## config.mk

```make
export PLATFORM = sky130hd
export DESIGN_NAME = jt6295_mixn_flat
export DESIGN_NICKNAME = d
export VERILOG_FILES = /design/src/rtl/jt6295_mixn_if.sv /design/src/rtl/jt6295_mixn.sv /design/src/flat_wrapper.sv
export SDC_FILE = /design/constraint.sdc
export NUM_CORES = 1
export LEC_CHECK = 0
export ABC_AREA = 1
export CAP_MARGIN = 20
export CORE_MARGIN = 1.5
export CORE_UTILIZATION = 54
export CTS_CLUSTER_DIAMETER = 150
export DETAILED_ROUTE_END_ITERATION = 12
export GPL_TIMING_DRIVEN = 0
export PLACE_DENSITY = 0.89
export SLEW_MARGIN = 15
export SYNTH_ARGS = -nofsm -noshare
export SYNTH_HDL_FRONTEND = slang
export SYNTH_SLANG_ARGS = --single-unit
```

## constraint.sdc

```tcl
create_clock -name clk -period 3.4 [get_ports clk]
set_clock_uncertainty 0.2 [all_clocks]
set_input_delay 0.85 -clock clk [delete_from_list [all_inputs] [get_ports clk]]
set_output_delay 0.85 -clock clk [all_outputs]
set_load 0.02 [all_outputs]
```

## src/rtl/jt6295_mixn_if.sv

```systemverilog
// Port bundle of the serial voice mixer: slot-strobed sample input side and mixed-sample output side.
interface jt6295_mixn_if #(
  parameter int CH = 4,
  parameter int IW = 12,
  parameter int OW = 14
);
  localparam int SW = $clog2(CH);

  logic                 cen;
  logic                 sync;
  logic                 en;
  logic [CH-1:0]        mute;
  logic signed [IW-1:0] sound_in;
  logic [SW-1:0]        slot;
  logic signed [OW-1:0] sound_out;
  logic                 sample;
  logic                 clip;

  modport master (output cen, sync, en, mute, sound_in,
                  input  slot, sound_out, sample, clip);
  modport slave  (input  cen, sync, en, mute, sound_in,
                  output slot, sound_out, sample, clip);
endinterface

```

## src/rtl/jt6295_mixn.sv

```systemverilog
// Serial CH-voice mixer: accumulates one sample per cen, saturates to OW and publishes once per frame.
// Optional output low-pass filter enabled by defining JT6295_MIXN_LPF_EN.
module jt6295_mixn #(
  parameter int CH = 4,
  parameter int IW = 12,
  parameter int OW = 14
) (
  input logic            clk,
  input logic            rst_n,
  jt6295_mixn_if.slave   bus
);
  localparam int SW = $clog2(CH);
  localparam int AW = IW + SW + 1;

  logic [SW-1:0]        slot_q;
  logic signed [AW-1:0] acc;
  logic [SW-1:0]        s_eff;
  logic                 last;
  logic signed [AW-1:0] c;
  logic signed [AW-1:0] sum;
  logic signed [OW-1:0] x;
  logic                 ovf;

  // sync forces the slot being consumed this cycle to be slot 0
  assign s_eff = bus.sync ? '0 : slot_q;
  assign last  = (s_eff == SW'(CH-1));
  assign c     = (bus.en && !bus.mute[s_eff]) ? {{(AW-IW){bus.sound_in[IW-1]}}, bus.sound_in} : '0;
  assign sum   = acc + c;

  generate
    if (AW > OW) begin : g_sat
      // fits in OW bits only when all bits from OW-1 upward agree with the sign
      assign ovf = !((&sum[AW-1:OW-1]) || !(|sum[AW-1:OW-1]));
      assign x   = ovf ? (sum[AW-1] ? {1'b1, {(OW-1){1'b0}}} : {1'b0, {(OW-1){1'b1}}})
                       : sum[OW-1:0];
    end else begin : g_ext
      assign ovf = 1'b0;
      assign x   = OW'(sum);
    end
  endgenerate

`ifdef JT6295_MIXN_LPF_EN
  localparam int YW = OW + 3;
  logic signed [OW+1:0] y;
  logic signed [OW+1:0] yn;
  assign yn = y + (OW+2)'(((YW'(x) <<< 2) - YW'(y)) >>> 2);
`endif

  always_ff @(posedge clk or negedge rst_n) begin
    if (!rst_n) begin
      slot_q        <= '0;
      acc           <= '0;
      bus.sound_out <= '0;
      bus.sample    <= 1'b0;
      bus.clip      <= 1'b0;
`ifdef JT6295_MIXN_LPF_EN
      y             <= '0;
`endif
    end else begin
      bus.sample <= 1'b0;
      if (bus.cen) begin
        slot_q <= last ? '0 : s_eff + 1'b1;
        acc    <= (s_eff == '0) ? c : sum;
        if (last) begin
          bus.sample <= 1'b1;
          bus.clip   <= ovf;
`ifdef JT6295_MIXN_LPF_EN
          y             <= yn;
          bus.sound_out <= yn[OW+1:2];
`else
          bus.sound_out <= x;
`endif
        end
      end else if (bus.sync) begin
        slot_q <= '0;
        acc    <= '0;
      end
    end
  end

  assign bus.slot = slot_q;
endmodule
```

## src/flat_wrapper.sv

```systemverilog
// flat-port wrapper written by rule: the top's interface ports become plain ports
module jt6295_mixn_flat 
#(
  parameter int CH = 4,
  parameter int IW = 12,
  parameter int OW = 14
)
  (clk, rst_n, bus_cen, bus_sync, bus_en, bus_mute, bus_sound_in, bus_slot, bus_sound_out, bus_sample, bus_clip);
  jt6295_mixn_if #(.CH(CH), .IW(IW), .OW(OW)) bus_i ();
  input logic clk;
  input logic rst_n;
  input wire logic [$bits(bus_i.cen)-1:0] bus_cen;
  input wire logic [$bits(bus_i.sync)-1:0] bus_sync;
  input wire logic [$bits(bus_i.en)-1:0] bus_en;
  input wire logic [$bits(bus_i.mute)-1:0] bus_mute;
  input wire logic [$bits(bus_i.sound_in)-1:0] bus_sound_in;
  output wire logic [$bits(bus_i.slot)-1:0] bus_slot;
  output wire logic [$bits(bus_i.sound_out)-1:0] bus_sound_out;
  output wire logic [$bits(bus_i.sample)-1:0] bus_sample;
  output wire logic [$bits(bus_i.clip)-1:0] bus_clip;
  assign bus_i.cen = bus_cen;
  assign bus_i.sync = bus_sync;
  assign bus_i.en = bus_en;
  assign bus_i.mute = bus_mute;
  assign bus_i.sound_in = bus_sound_in;
  assign bus_slot = bus_i.slot;
  assign bus_sound_out = bus_i.sound_out;
  assign bus_sample = bus_i.sample;
  assign bus_clip = bus_i.clip;
  jt6295_mixn #(.CH(CH), .IW(IW), .OW(OW)) u_core (.clk(clk), .rst_n(rst_n), .bus(bus_i));
endmodule
```

==> reports/metrics.yaml, run 1 <==
status:
  status: "complete, no violations"
global_route:
  global_route.peak_usage_layer: "met2"
  met2_track_utilization_from_global_routing_pct: 52.2
  met3_usage_pct: 3.70
  number_of_antenna_violations_at_the_first_check_in_global_routing: 0
  grt_usage_pct: 28.0
  grt_util_met1_pct: 33.5
  globalRoute.totalOverflow: 0
  grt_max_degree: 34
  global_route_wire_length_before_repair_mm: 10.9
  grt_pass1_vias: 2269
finish:
  num-nets-final: 430
  antennaDiodeCount: 0
  fin_cells: 446
  synthToLayoutAreaGrowth_pct: 47.5
  final_layout_size_suffix_gt1_share_pct: 38.6
yosys:
  unique_cell_type_count_in_the_yosys_netlist: 36
  netlist.top_cell.by_area: "dfrtp_1"
  synth_edf_count: 0
  synth-seq-cells: 33
  syn_avg_cell_area_sq_um: 7.72
  post_synth_instance_area_sq_mm: 0.00247
  synthCells: 320
  asr_flop_ratio_synth_pct: 100
  postSynthNetCount: 357
  synth_seq_area_share_pct: 33.4
  synthesis.yosys.warnings: 0
  synth_top_cell_area_share_pct: 33.4
  largest_cells_by_area_after_synthesis: "dfrtp_1 33%, nand2_1 11%, ha_1 7.6%"
  top_flip_flop_cell_by_instance_count_after_synthesis: "dfrtp_1"
routing:
  drt_pass_1_iters: 5
  dr_vias_cell: 5.82
  routed-via-count: 2594
  post-route-drc-count: 0
  finalWirelength_mm: 7.85
  post_drt_wl_per_cell_um: 17.6
  initialDrtViolationCount: 221
  postRouteAntennaNets: 0
timing:
  postLayoutSetupSlackWorst_ns: 0.0101
  report.final.slew_viol_count: 0
  fin_setup_tns_ns: 0
  relSlewSlack_pct: 49.7
  period_minus_slack_ns: 3.39
  worst_slew_pin_slew_ns: 0.755
  clock.fmax_mhz: 295
  report.final.hold_viol_count: 0
  timing.final.setup_violations: 0
  portion_of_the_clock_cycle_consumed_by_the_worst_path_in_the_final_layout_pct: 99.7
place:
  hpwlAfterDp_mm: 4.53
  placed_cells_incl_taps: 409
  gp_routability_congestion: 0.922
  placement.setup.worst_slack_ns: -0.894
  port_buffer_cells: 37
setup_path:
  reg2reg_depth: 20
  worst_setup_path_start_kind: "primary input"
  worst-r2r-setup-slack_ns: 0.19
  cp_data_arrival_time_ns: 3.37
  endpoint_kind: "flop"
  required_time_reported_for_the_critical_path_endpoint_ns: 3.38
  criticalPathCategory: "primary input to flop"
  worst-path-max-fanout: 8
flow_run:
  max-cap-violations: 0
clocking:
  ctsHoldBuffers: 0
  maximum_clock_path_buffer_count: 2
  insertion_delay_ns: 0.30
  cts_inserted_buffers: 5
  clk_root_buffer_cell: "clkbuf_8"
  cts-htree-levels: 2
  reg_clk_slew_reported_paths_ns: 0.07
  tritoncts_clock_tree: "yes"
  cts_sinks: 33
power_and_ir_drop:
  powerDensity_mw_per_mm2: 457
  worst_vdd_rail_ir_drop_mv: 0.277
  p_leak_nw: 1.80
floorplanning:
  floorplan.core_area_sq_mm: 0.00438
  die-height_um: 70.6
  ios: 39
  fp.dieArea_sq_mm: 0.00499
  fp-row-count: 24
  die_x_um: 70.6
  start_util_pct: 56.4
worst_hold_path:
  min_path_type: "flop to flop"
  worstHoldPathCells: 2
power breakdown:
| part | internal, mW | switching [mW] |
|---|---|---|
| clock network | 0.142 | 0.163 |
| registers | 0.479 | 0.0604 |
| logic | 0.358 | 0.462 |
| total | 0.980 | 0.685 |
worst paths after layout:
kind | start | endpoint
worst min-delay path | u_core.bus.sound_out[1] | u_core.bus.sound_out[1]
max in group asynchronous | rst_n | u_core.bus.sound_out[1]
worst max-delay path | bus_sync | u_core.bus.sound_out[5]
worst min register to register | u_core.bus.sound_out[1] | u_core.bus.sound_out[1]
worst max register to register | u_core.bus.slot[0] | u_core.bus.sound_out[5]
min in group asynchronous | rst_n | u_core.acc[5]
Yosys cell counts, types with 2 or more instances:
library cell and count:
nand2_1 72, inv_1 37, dfrtp_1 33, nor2_1 27, o21ai_0 27, nand2_2 22, a21oi_1 19, ha_1 15
a21oi_2 12, xor2_1 7, nand3_1 6, nand2_4 5, clkbuf_1 4, inv_2 4, nand3_2 4, nor3_1 3
xnor2_1 3, nand4_1 2
cell usage in the layout (no fill, tap or decap), types with 6 or more instances in the layout:
cell type	instances
a21oi_2	14
buf_4	25
inv_2	12
a21oi_4	6
ha_4	10
a21oi_1	12
nand2_4	13
clkdlybuf4s50_1	30
dfrtp_1	33
xor2_1	7
o21ai_0	24
nor2_1	23
inv_1	25
nand2_2	24
nand2_1	60
registers in the layout (all words and copies together), names as in the netlist:
signal	cells
u_core.bus.slot	2
u_core.bus.sample	1
u_core.bus.clip	1
u_core.bus.sound_out	14
u_core.acc	15
timing repair:
| action | CTS | global route |
|---|---|---|
| endpoints found under the setup margin | 26 | 20 |
| resized for setup | 54 | 60 |
| gates cloned | 1 | 1 |
| buffers inserted | 14 | 14 |
| pin swaps | 23 | 34 |
critical path: stages:
cell and delay (ns):
buf_8 0.11, inv_8 0.06, nand2_4 0.05, nand2_2 0.07, nand3_2 0.12, nand3_4 0.15
clkinv_8 0.12, buf_6 0.14, nand2_4 0.06, inv_4 0.04, ha_4 0.25, a21oi_2 0.15
inv_2 0.05, a21oi_2 0.13, o221a_2 0.23, nand2_1 0.09, nand2_2 0.14, nand2_4 0.08
a21oi_4 0.18, buf_6 0.13, buf_8 0.11, a21oi_2 0.05
metal layers:
metal,vias up,routed length (um)
li1,1179,-
met1,1236,2950
met5,-,0
met4,0,269
met2,141,4100
met3,38,528
stage by stage:
step	utilization (%)	area [sq um]	hold WS [ns]	power [mW]
floorplan	-	2480	0.255	0.930
global placement	66.6	2920	0.263	1.15
detailed placement	66.5	2910	0.265	1.17
CTS	76.0	3330	0.283	1.53
global route	83.2	3650	0.334	1.74
finish	83.2	3650	0.279	1.66
kinds of logic (layout without fill, tap and decap cells):
family                     count (synthesis)  after routing  synth area share (%)
buffers and inverters                     48            122                  8.10
adders and majority gates                 16             16                  8.41
DFF                                       33             33                  33.4
AOI/OAI and AO/OA                         67             67                  17.4
and+or+nand+nor                          145            145                  28.5
xor gates and xnor gates                  11             11                  4.20
area by class of cell:
class                   instances  area, sq um
inverters                      41          181
clock inverters                 2         10.0
plain buffers                   7         50.0
multi-input cells             239         1830
fillers                       254          738
clock buffers                   6         72.6
flip-flops and latches         33          826
well taps                      52         65.1
repair buffers                 66          614
(Power assumes the default switching activity.)
==> run 2: changes to the inputs <==
--- a/config.mk
+++ b/config.mk
@@ -8,12 +8,11 @@
 export ABC_AREA = 1
 export CAP_MARGIN = 20
 export CORE_MARGIN = 1.5
-export CORE_UTILIZATION = 54
+export CORE_UTILIZATION = 49
 export CTS_CLUSTER_DIAMETER = 150
 export DETAILED_ROUTE_END_ITERATION = 12
 export GPL_TIMING_DRIVEN = 0
-export PLACE_DENSITY = 0.89
-export SLEW_MARGIN = 15
+export PLACE_DENSITY = 0.86
 export SYNTH_ARGS = -nofsm -noshare
 export SYNTH_HDL_FRONTEND = slang
 export SYNTH_SLANG_ARGS = --single-unit
==> constraint.sdc (replaced) <==
create_clock -name clk -period 3 [get_ports clk]
set_clock_uncertainty 0.2 [all_clocks]
set_input_delay 0.75 -clock clk [delete_from_list [all_inputs] [get_ports clk]]
set_output_delay 0.75 -clock clk [all_outputs]
set_load 0.02 [all_outputs]
==> reports/metrics.yaml, run 2 (synthesized netlist as in run 1, its figures left out) <==
status:
  status: "finished, violations left"
  violations: "negative setup slack"
finish:
  layout_common_cells: "61 x nand2_1, 33 x dfrtp_1, 30 x inv_1, 30 x clkdlybuf4s50_1, 22 x nor2_1"
  antennaDiodeCount: 0
  synthToLayoutAreaGrowth_pct: 51.3
  largest_register_ffs: 15
  stdcell_area_sq_mm: 0.00374
  top_register: "u_core.acc"
  number_of_fill_cells: 307
  final_layout_size_suffix_gt1_share_pct: 39.7
  commonest_non_fill_non_tap_cell_in_the_layout: "nand2_1"
  num-nets-final: 426
  fin_cells: 457
setup_path:
  reg2reg_depth: 22
  endpoint_kind: "flop"
  worst-r2r-setup-slack_ns: -0.17
  worst_setup_path_start_kind: "primary input"
  cp_data_arrival_time_ns: 3.25
  rr_startpoint: "u_core.bus.slot[0]"
  required_time_reported_for_the_critical_path_endpoint_ns: 3.01
  worst-path-max-fanout: 5
  criticalPathCategory: "primary input to flop"
  worst_r2r_end: "u_core.bus.sound_out[3]"
timing:
  timing.final.setup_violations: 19
  postLayoutSetupSlackWorst_ns: -0.243
  rsz0062_at_grt: "yes"
  fin_setup_tns_ns: -3.11
  worst_slew_pin_slew_ns: 0.772
  period_minus_slack_ns: 3.24
  portion_of_the_clock_cycle_consumed_by_the_worst_path_in_the_final_layout_pct: 108
  report.final.slew_viol_count: 0
  clock.fmax_mhz: 308
  relSlewSlack_pct: 48.5
  report.final.hold_viol_count: 0
clocking:
  tritoncts_clock_tree: "yes"
  maximum_clock_path_buffer_count: 2
  reg_clk_slew_reported_paths_ns: 0.07
  cts_sinks: 33
  cts-htree-levels: 2
  clk_root_buffer_cell: "clkbuf_8"
  cts_inserted_buffers: 5
  insertion_delay_ns: 0.30
global_route:
  globalRoute.totalOverflow: 0
  number_of_antenna_violations_at_the_first_check_in_global_routing: 0
  grt_usage_pct: 26.1
  global_route_wire_length_before_repair_mm: 10.8
  grt_max_degree: 34
  grt_pass1_vias: 2348
power_and_ir_drop:
  switching_power_uw: 779
  p_leak_nw: 1.83
  powerDensity_mw_per_mm2: 511
  final_power_mw: 1.91
  worst_vdd_rail_ir_drop_mv: 0.275
  internal_power_mw: 1.13
  p_sw_share_pct: 40.8
  p_comb_share_pct: 50.2
  p_clk_share_pct: 17.9
  seq_power_share_pct: 31.9
place:
  placement.setup.worst_slack_ns: -0.989
  port_buffer_cells: 37
  placement.cell_area_sq_mm: 0.00310
  hpwlAfterDp_mm: 4.56
  placed_cells_incl_taps: 424
  gp_routability_congestion: 0.965
routing:
  post-route-drc-count: 0
  finalWirelength_mm: 7.43
  postRouteAntennaNets: 0
  dr_vias_cell: 5.40
  drt_pass_1_iters: 5
  initialDrtViolationCount: 132
  routed-via-count: 2467
  post_drt_wl_per_cell_um: 16.3
worst_hold_path:
  min_path_type: "flop to flop"
  hold_start: "u_core.bus.clip"
  timing.hold.worst_endpoint: "u_core.bus.clip"
  worstHoldPathCells: 2
floorplanning:
  die-height_um: 74.0
  floorplan.core_area_sq_mm: 0.00479
  fp.dieArea_sq_mm: 0.00548
  fp-row-count: 25
  ios: 39
  start_util_pct: 51.6
  die_x_um: 74.0
flow_run:
  max-cap-violations: 0
run 2: changes by cell type in the layout (fill, tap and decap cells not counted), sizes merged:
cell           before  now
inv                40   42
clkdlybuf4s15       2    0
clkinv              3    2
clkbuf             13   10
run 2: timing repair:
| item | 4_1_cts | 5_1_grt |
|---|---|---|
| endpoints found under the setup margin | 28 | 26 |
| pin swaps | 24 | 30 |
| gates resized for setup | 49 | 51 |
| hold buffers | 0 | 0 |
| setup buffers | 16 | 8 |
| hold endpoints to repair | 0 | 0 |
| gates cloned | 2 | 1 |
run 2: worst max path at each step:
stage	startpoint	end	slack, ns	cells past startpoint
final	bus_mute[3]	u_core.bus.sound_out[3]	-0.24	22
after detailed placement	bus_sync	u_core.bus.sound_out[12]	-0.99	20
after global routing	bus_mute[3]	u_core.bus.sound_out[3]	-0.33	22
after global placement	bus_sync	u_core.bus.clip	-0.91	21
after floorplan	bus_mute[1]	u_core.bus.sound_out[3]	-0.09	16
after CTS	bus_sync	u_core.bus.sound_out[12]	-0.13	22
run 2: critical path: stages:
cell	delay (ns)
buf_2	0.10
nor2_2	0.13
nor2_4	0.06
nand2_4	0.09
nand3_4	0.16
nor2_4	0.16
ha_4	0.16
inv_2	0.04
fa_2	0.36
o21ai_2	0.16
nand2_2	0.09
nand2_4	0.08
nand2_4	0.05
nand2_4	0.08
nand2_4	0.07
nand2_4	0.09
nand2_4	0.05
nand2_4	0.09
a21oi_4	0.07
buf_6	0.13
buf_8	0.13
a21oi_2	0.15
run 2: per-stage QoR:
step | util, % | hold WS [ns]
2_1_floorplan | - | 0.254
3_3_place_gp | 64.8 | 0.265
3_5_place_dp | 64.7 | 0.268
4_1_cts | 72.0 | 0.291
5_1_grt | 78.1 | 0.324
6_report | 78.1 | 0.289
run 2: power by group through the flow:
| stage | clock [mW] | combinational [mW] | sequential (mW) |
|---|---|---|---|
| global route | 0.358 | 1.02 | 0.620 |
| detailed placement | 0 | 0.762 | 0.612 |
| floorplan | 0 | 0.395 | 0.700 |
| CTS | 0.340 | 0.842 | 0.605 |
| global placement | 0 | 0.740 | 0.606 |
| finish | 0.343 | 0.958 | 0.609 |
run 2: final cells by class:
class                      instances  area (sq um)  share of cell area (%)
multi-input combinational        239          1920                    51.3
timing repair buffer              61           599                    16.0
inverter                          41           174                    4.65
timing repair inverter             1          6.26                   0.167
clock inverter                     2          10.0                   0.268
tap                               67          83.8                    2.24
clock buffer                       6          72.6                    1.94
buffer                             7          50.0                    1.34
sequential                        33           826                    22.1
run 2: routing by layer:
metal	vias up	GRT usage [%]	routed length, um
met5	-	0	0
met4	0	9.05	276
met3	32	4.07	368
met2	91	46.1	3910
met1	1176	32.1	2870
li1	1168	-	-
